===== config.mk =====
export PLATFORM = sky130hd
export DESIGN_NAME = alu_wb_stage
export DESIGN_NICKNAME = d
export VERILOG_FILES = /design/src/rtl/alu_wb_stage.sv
export SDC_FILE = /design/constraint.sdc
export NUM_CORES = 1
export LEC_CHECK = 0
export BUFFER_PORTS_ARGS = -buffer_cell sky130_fd_sc_hd__buf_4
export CORE_MARGIN = 2
export CORE_UTILIZATION = 30
export CTS_BUF_LIST = sky130_fd_sc_hd__clkbuf_8
export DETAILED_ROUTE_END_ITERATION = 6
export GPL_TIMING_DRIVEN = 0
export PLACE_DENSITY = 0.61
export SLEW_MARGIN = 20
export SYNTH_ARGS = -nofsm -noshare
export SYNTH_HDL_FRONTEND = slang
export SYNTH_SLANG_ARGS = --single-unit
export TNS_END_PERCENT = 5

===== constraint.sdc =====
create_clock -name clk -period 3.45 [get_ports clk]
set_clock_uncertainty 0.05 [all_clocks]
set_input_delay 0.1725 -clock clk [delete_from_list [all_inputs] [get_ports clk]]
set_output_delay 0.1725 -clock clk [all_outputs]
set_load 0.005 [all_outputs]

===== src/rtl/alu_wb_stage.sv =====
// ALU writeback stage: owns the architectural PSR and queues register-file writes.
// PSR updates 1 cycle after accept; 2-entry write queue, ready_o drops when it is full.
module alu_wb_stage #(
    parameter int DATA_WIDTH     = 8,
    parameter int ALUOP_WIDTH    = 4,
    parameter int APSR_WIDTH     = 4,
    parameter int PSR_WIDTH      = 8,
    parameter int REG_ADDR_WIDTH = 3
) (
    input  logic                      clk,
    input  logic                      rst,
    input  logic                      valid_i,
    output logic                      ready_o,
    input  logic [ALUOP_WIDTH-1:0]    operation_i,
    input  logic [DATA_WIDTH-1:0]     result_i,
    input  logic [APSR_WIDTH-1:0]     apsr_i,
    input  logic [REG_ADDR_WIDTH-1:0] rd_addr_i,
    input  logic                      wr_en_i,
    input  logic                      flags_en_i,
    input  logic                      psr_wr_i,
    input  logic [PSR_WIDTH-1:0]      psr_data_i,
    output logic [PSR_WIDTH-1:0]      psr_o,
    output logic                      rf_we_o,
    output logic [REG_ADDR_WIDTH-1:0] rf_addr_o,
    output logic [DATA_WIDTH-1:0]     rf_data_o,
    input  logic                      rf_ready_i,
    output logic [1:0]                pending_o
);

    localparam logic [ALUOP_WIDTH-1:0] ALU_NOP  = ALUOP_WIDTH'(0);
    localparam logic [ALUOP_WIDTH-1:0] ALU_ADD  = ALUOP_WIDTH'(1);
    localparam logic [ALUOP_WIDTH-1:0] ALU_SUB  = ALUOP_WIDTH'(2);
    localparam logic [ALUOP_WIDTH-1:0] ALU_ADDC = ALUOP_WIDTH'(3);
    localparam logic [ALUOP_WIDTH-1:0] ALU_SUBC = ALUOP_WIDTH'(4);
    localparam logic [ALUOP_WIDTH-1:0] ALU_NAND = ALUOP_WIDTH'(5);
    localparam logic [ALUOP_WIDTH-1:0] ALU_NOR  = ALUOP_WIDTH'(6);
    localparam logic [ALUOP_WIDTH-1:0] ALU_XOR  = ALUOP_WIDTH'(7);
    localparam logic [ALUOP_WIDTH-1:0] ALU_XNOR = ALUOP_WIDTH'(8);

    localparam int APSR_ZERO = 1;
    localparam int APSR_NEG  = 2;
    localparam int ENTRY_W   = REG_ADDR_WIDTH + DATA_WIDTH;

    logic [ENTRY_W-1:0]        mem_q [2];
    logic [ENTRY_W-1:0]        mem_d [2];
    logic                      wr_ptr_q, wr_ptr_d;
    logic                      rd_ptr_q, rd_ptr_d;
    logic [1:0]                count_q, count_d;
    logic [PSR_WIDTH-1:0]      psr_q, psr_d;
    logic [REG_ADDR_WIDTH-1:0] addr_q, addr_d;
    logic [DATA_WIDTH-1:0]     data_q, data_d;
    logic                      accept, push, pop;

    // ready depends only on registered count and rst, never on valid_i/rf_ready_i
    assign ready_o   = ~rst & ~count_q[1];
    assign rf_we_o   = (count_q != 2'd0);
    assign psr_o     = psr_q;
    assign rf_addr_o = addr_q;
    assign rf_data_o = data_q;
    assign pending_o = count_q;

    always_comb begin
        accept   = valid_i & ready_o;
        push     = accept & wr_en_i & (operation_i != ALU_NOP);
        pop      = rf_we_o & rf_ready_i;
        mem_d    = mem_q;
        wr_ptr_d = wr_ptr_q ^ push;
        rd_ptr_d = rd_ptr_q ^ pop;
        count_d  = count_q;
        psr_d    = psr_q;
        addr_d   = addr_q;
        data_d   = data_q;

        if (push) begin
            mem_d[wr_ptr_q] = {rd_addr_i, result_i};
        end
        case ({push, pop})
            2'b10:   count_d = count_q + 2'd1;
            2'b01:   count_d = count_q - 2'd1;
            default: count_d = count_q;
        endcase
        // Head is re-registered so the outputs hold their last value once drained
        if (count_d != 2'd0) begin
            {addr_d, data_d} = mem_d[rd_ptr_d];
        end

        if (accept && flags_en_i) begin
            case (operation_i)
                ALU_ADD, ALU_SUB, ALU_ADDC, ALU_SUBC: begin
                    psr_d[APSR_WIDTH-1:0] = apsr_i;
                end
                ALU_NAND, ALU_NOR, ALU_XOR, ALU_XNOR: begin
                    psr_d[APSR_ZERO] = apsr_i[APSR_ZERO];
                    psr_d[APSR_NEG]  = apsr_i[APSR_NEG];
                end
                default: psr_d = psr_q;
            endcase
        end
        if (psr_wr_i) begin
            psr_d = psr_data_i;
        end
    end

    always_ff @(posedge clk) begin
        if (rst) begin
            mem_q[0] <= '0;
            mem_q[1] <= '0;
            wr_ptr_q <= 1'b0;
            rd_ptr_q <= 1'b0;
            count_q  <= 2'd0;
            psr_q    <= '0;
            addr_q   <= '0;
            data_q   <= '0;
        end else begin
            mem_q[0] <= mem_d[0];
            mem_q[1] <= mem_d[1];
            wr_ptr_q <= wr_ptr_d;
            rd_ptr_q <= rd_ptr_d;
            count_q  <= count_d;
            psr_q    <= psr_d;
            addr_q   <= addr_d;
            data_q   <= data_d;
        end
    end

endmodule


==> run summary <==
The run finished with clean final reports. STA classifies the critical path startpoint as a register. The count of state elements after synthesis came out at 45. The number of routed nets with antenna violations is 0. The detailed router finished its first iteration with 121 violations. The smallest clock period supported by the final layout is computed as 3000 ps.

The tools report the critical path arrival as 3190 ps. In the final layout, the multi-input gates occupy 0.00107 sq mm. Pin placement for this block handled 57 I/O pins.

Yosys mapped a number of flops with a built-in enable equal to 0. In this run the static leakage power is 0.00108 uW. Fraction of layout cells with a size suffix above 1: 0.297. Total area of sequential cells: 901 sq um. The most common cell after layout, fill and taps aside is sky130_fd_sc_hd__buf_4. Cell internal power was estimated by the tool at 902 uW. A synthesized cell averages 9.36 sq um. The max-capacitance violation count is 0. After synthesis, the cell types taking the most area are sky130_fd_sc_hd__dfxtp_1 43%, sky130_fd_sc_hd__a31oi_2 5.4%, sky130_fd_sc_hd__a32o_1 5.3%. The largest single stage delay on the critical path is 460 ps. For the starting density of the core, the log shows 0.309. The largest individual stage delay along the critical path comes from the cell sky130_fd_sc_hd__clkbuf_1.

TritonCTS built the clock tree. The post-route non-filler standard cell count was 366; the worst-margin pin slew was 691 ps. The clock passes through at most 2 buffers. The number of buffers created by CTS was 5. sky130_fd_sc_hd__dfxtp_1 takes more of the synthesized area than any other cell.

The detailed-placement wirelength estimate came out at 4210 microns. Buffers inserted to repair hold after CTS numbered 0. Setup violations remaining at the end of the flow were counted as 0. In the layout the commonest cells are 55 x sky130_fd_sc_hd__buf_4, 45 x sky130_fd_sc_hd__dfxtp_1, 14 x sky130_fd_sc_hd__nor2_1, 14 x sky130_fd_sc_hd__clkbuf_1, 12 x sky130_fd_sc_hd__a21oi_1.

The die height is 87.4 microns, and the clock insertion delay at the later pin of the skew report is 310 ps. The tools report the combinational fraction of design power as 0.229. The total die area is 0.00764 sq mm, and the number of global-route vias before repair is 1,919. The run gives 0 as the total setup buffers inserted after CTS. Combined area of all synthesized cells: 0.00209 sq mm. Switching power as a share of total power: 0.286.

The pre-antenna-repair detailed-routing pass consisted of 4 iterations. The tools report the maximum ir drop on the vdd rail as 0.203 mV. Clock tree synthesis selected as its root buffer the cell sky130_fd_sc_hd__clkbuf_8. The tools report the gate count after technology mapping as 223. Once placement completed, the tool counted placed cells totaling 358.

The share of the clock period used by the worst path after layout works out to 0.868. The number of antenna diodes in the final layout is 0. The share of the synthesized area in the top cell type works out to 0.431. The number of gates resized after CTS was 0.

The tools report the number of nets in the finished design as 320. The critical path goes through buf_2 -> nand4bb_1 -> nor2_1 -> inv_1 -> ha_1 -> nor2b_1 -> a211o_1 -> a21oi_1 -> clkbuf_1 -> a32o_1. The core region is 0.00676 sq mm. The worst max-slew margin expressed relative to the limit is 0.536, and the routed wirelength normalized by instance count is 15.4 microns. Compared with the post-synthesis result, the final layout area differs by 29.9%.

The final routed wirelength across all metal layers came out at 5620 microns. The first-pass GRT wire length came out at 9270 microns. Setup repair after global routing left no endpoint under its margin.

For the number of nets produced by synthesis, the log shows 258. The number of failing hold endpoints at the final stage is 0, and the peak clock frequency supported by timing is 334 MHz. The tools report the via total after detailed routing as 2,022.

Total clock sinks: 45. The floorplan step set the die width to 87.4 microns. The number of antenna violations at the first check in global routing was 0; the count of buffers inserted at the top-level ports was 55.

After detailed routing, the number of vias per cell comes to 5.52. Leading register cell type out of synthesis: sky130_fd_sc_hd__dfxtp_1. After routing the design area is 0.00271 sq mm. Routability-driven placement finished with a final weighted congestion of 0.818. The tools report the final routed DRC violation total as 0. In this run the power spent charging and discharging nets is 361 uW. After synthesis, the netlist uses 38 different library cells. The number of core rows is 30, and the number of levels the H-tree was split into is 2. The number of pins with negative max-slew slack in the final report was 0; the share of power burned in the clock network was 0.317.

Share of flip-flops with an asynchronous set or reset: 0. The data required time of the worst path came out at 3640 ps. The critical path in this run is classified as register to register.

Power spread over the standard cell area amounts to 466 mW/mm^2. Leftover overflow at the end of global routing: 0. Yosys printed 0 warnings. After filler insertion, the fill cell instance count of the layout stands at 718.

Along the worst path, the maximum fanout reaches 10. The worst hold path belongs to the class input pin to register. After clock tree synthesis, the clock-pin slew on the worst setup and hold paths is 90 ps. For the relative contribution of sequential cells to total power, the log shows 0.454. The worst setup path is captured at a register. The post-synthesis sequential area ratio was 0.431. After detailed placement, the total cell area comes to 0.00260 sq mm. The tools report the maximum number of pins on one net before global-route repair as 15. The total global-route track usage is 0.153, and the total negative slack is 0 ps.
-- state kept, by name, summed over array words and instances (netlist names) --
signal and count:
wr_ptr_q 1, psr_o 8, mem_q 22, rd_ptr_q 1, rf_addr_o 3, rf_data_o 8
pending_o 2
-- synth_stat cells (6+ instances only) --
| cell | number |
|---|---|
| sky130_fd_sc_hd__a21oi_1 | 12 |
| sky130_fd_sc_hd__a31oi_2 | 9 |
| sky130_fd_sc_hd__a32o_1 | 11 |
| sky130_fd_sc_hd__buf_2 | 6 |
| sky130_fd_sc_hd__clkbuf_1 | 14 |
| sky130_fd_sc_hd__dfxtp_1 | 45 |
| sky130_fd_sc_hd__mux2i_1 | 8 |
| sky130_fd_sc_hd__nand3_1 | 11 |
| sky130_fd_sc_hd__nand4_1 | 10 |
| sky130_fd_sc_hd__nor2_1 | 14 |
| sky130_fd_sc_hd__nor3_1 | 11 |
| sky130_fd_sc_hd__nor4_1 | 11 |
| sky130_fd_sc_hd__o21ai_1 | 9 |
| sky130_fd_sc_hd__o31ai_1 | 11 |
-- through the flow --
| step | hold slack, ps | setup slack [ps] | utilization | total power, uW |
|---|---|---|---|---|
| 2_1_floorplan | 270 | 944 | - | 744 |
| 3_3_place_gp | 359 | 482 | 0.385 | 872 |
| 3_5_place_dp | 365 | 470 | 0.385 | 873 |
| 4_1_cts | 47.2 | 449 | 0.401 | 1280 |
| 5_1_grt | 73.9 | 228 | 0.401 | 1340 |
| 6_report | 47.7 | 454 | 0.401 | 1260 |
-- final cells by class --
class	instances	area share
plain buffers	22	0.0360
clock buffers	5	0.0254
clock inverters	3	0.0157
inverters	4	0.00554
multi-input cells	152	0.396
flip-flops and latches	45	0.332
well taps	80	0.0369
repair buffers	55	0.152
-- worst max-delay path: cells and delay by family, from the launching register on --
family	cells	cell delay, ps
buffers and inverters	3	720
DFF	1	320
AOI/OAI and AO/OA	3	710
and+or+nand+nor	3	800
adders and majority gates	1	350
-- logic make-up after synthesis --
group,Yosys count,synth area share
xor gates and xnor gates,4,0.0168
and+or+nand+nor,70,0.191
buffers and inverters,26,0.0539
adders and majority gates,1,0.00599
DFF,45,0.431
muxes,12,0.0599
AOI/OAI and AO/OA,65,0.241
-- per-layer routing --
metal,routed length [microns],track usage,up-vias
li1,-,-,992
met5,0,0,-
met2,2660,0.244,63
met4,70,0.0490,0
met3,349,0.0360,6
met1,2540,0.205,961
-- worst paths after layout --
check / startpoint / depth (start not counted) / slack [ps] / endpoint
max: pending_o[1] / 10 / 450 / rf_data_o[0]
min: psr_data_i[7] / 3 / 50 / psr_o[7]
max reg2reg: pending_o[1] / 10 / 450 / rf_data_o[0]
min reg2reg: rf_data_o[5] / 1 / 430 / rf_data_o[5]
-- power by group through the flow --
stage | logic, uW | registers [uW] | clock network (uW)
global placement | 288 | 585 | 0
global route | 319 | 578 | 439
finish | 289 | 573 | 401
CTS | 290 | 573 | 412
detailed placement | 288 | 585 | 0
floorplan | 159 | 584 | 0
Power figures use the tool's default switching activity.
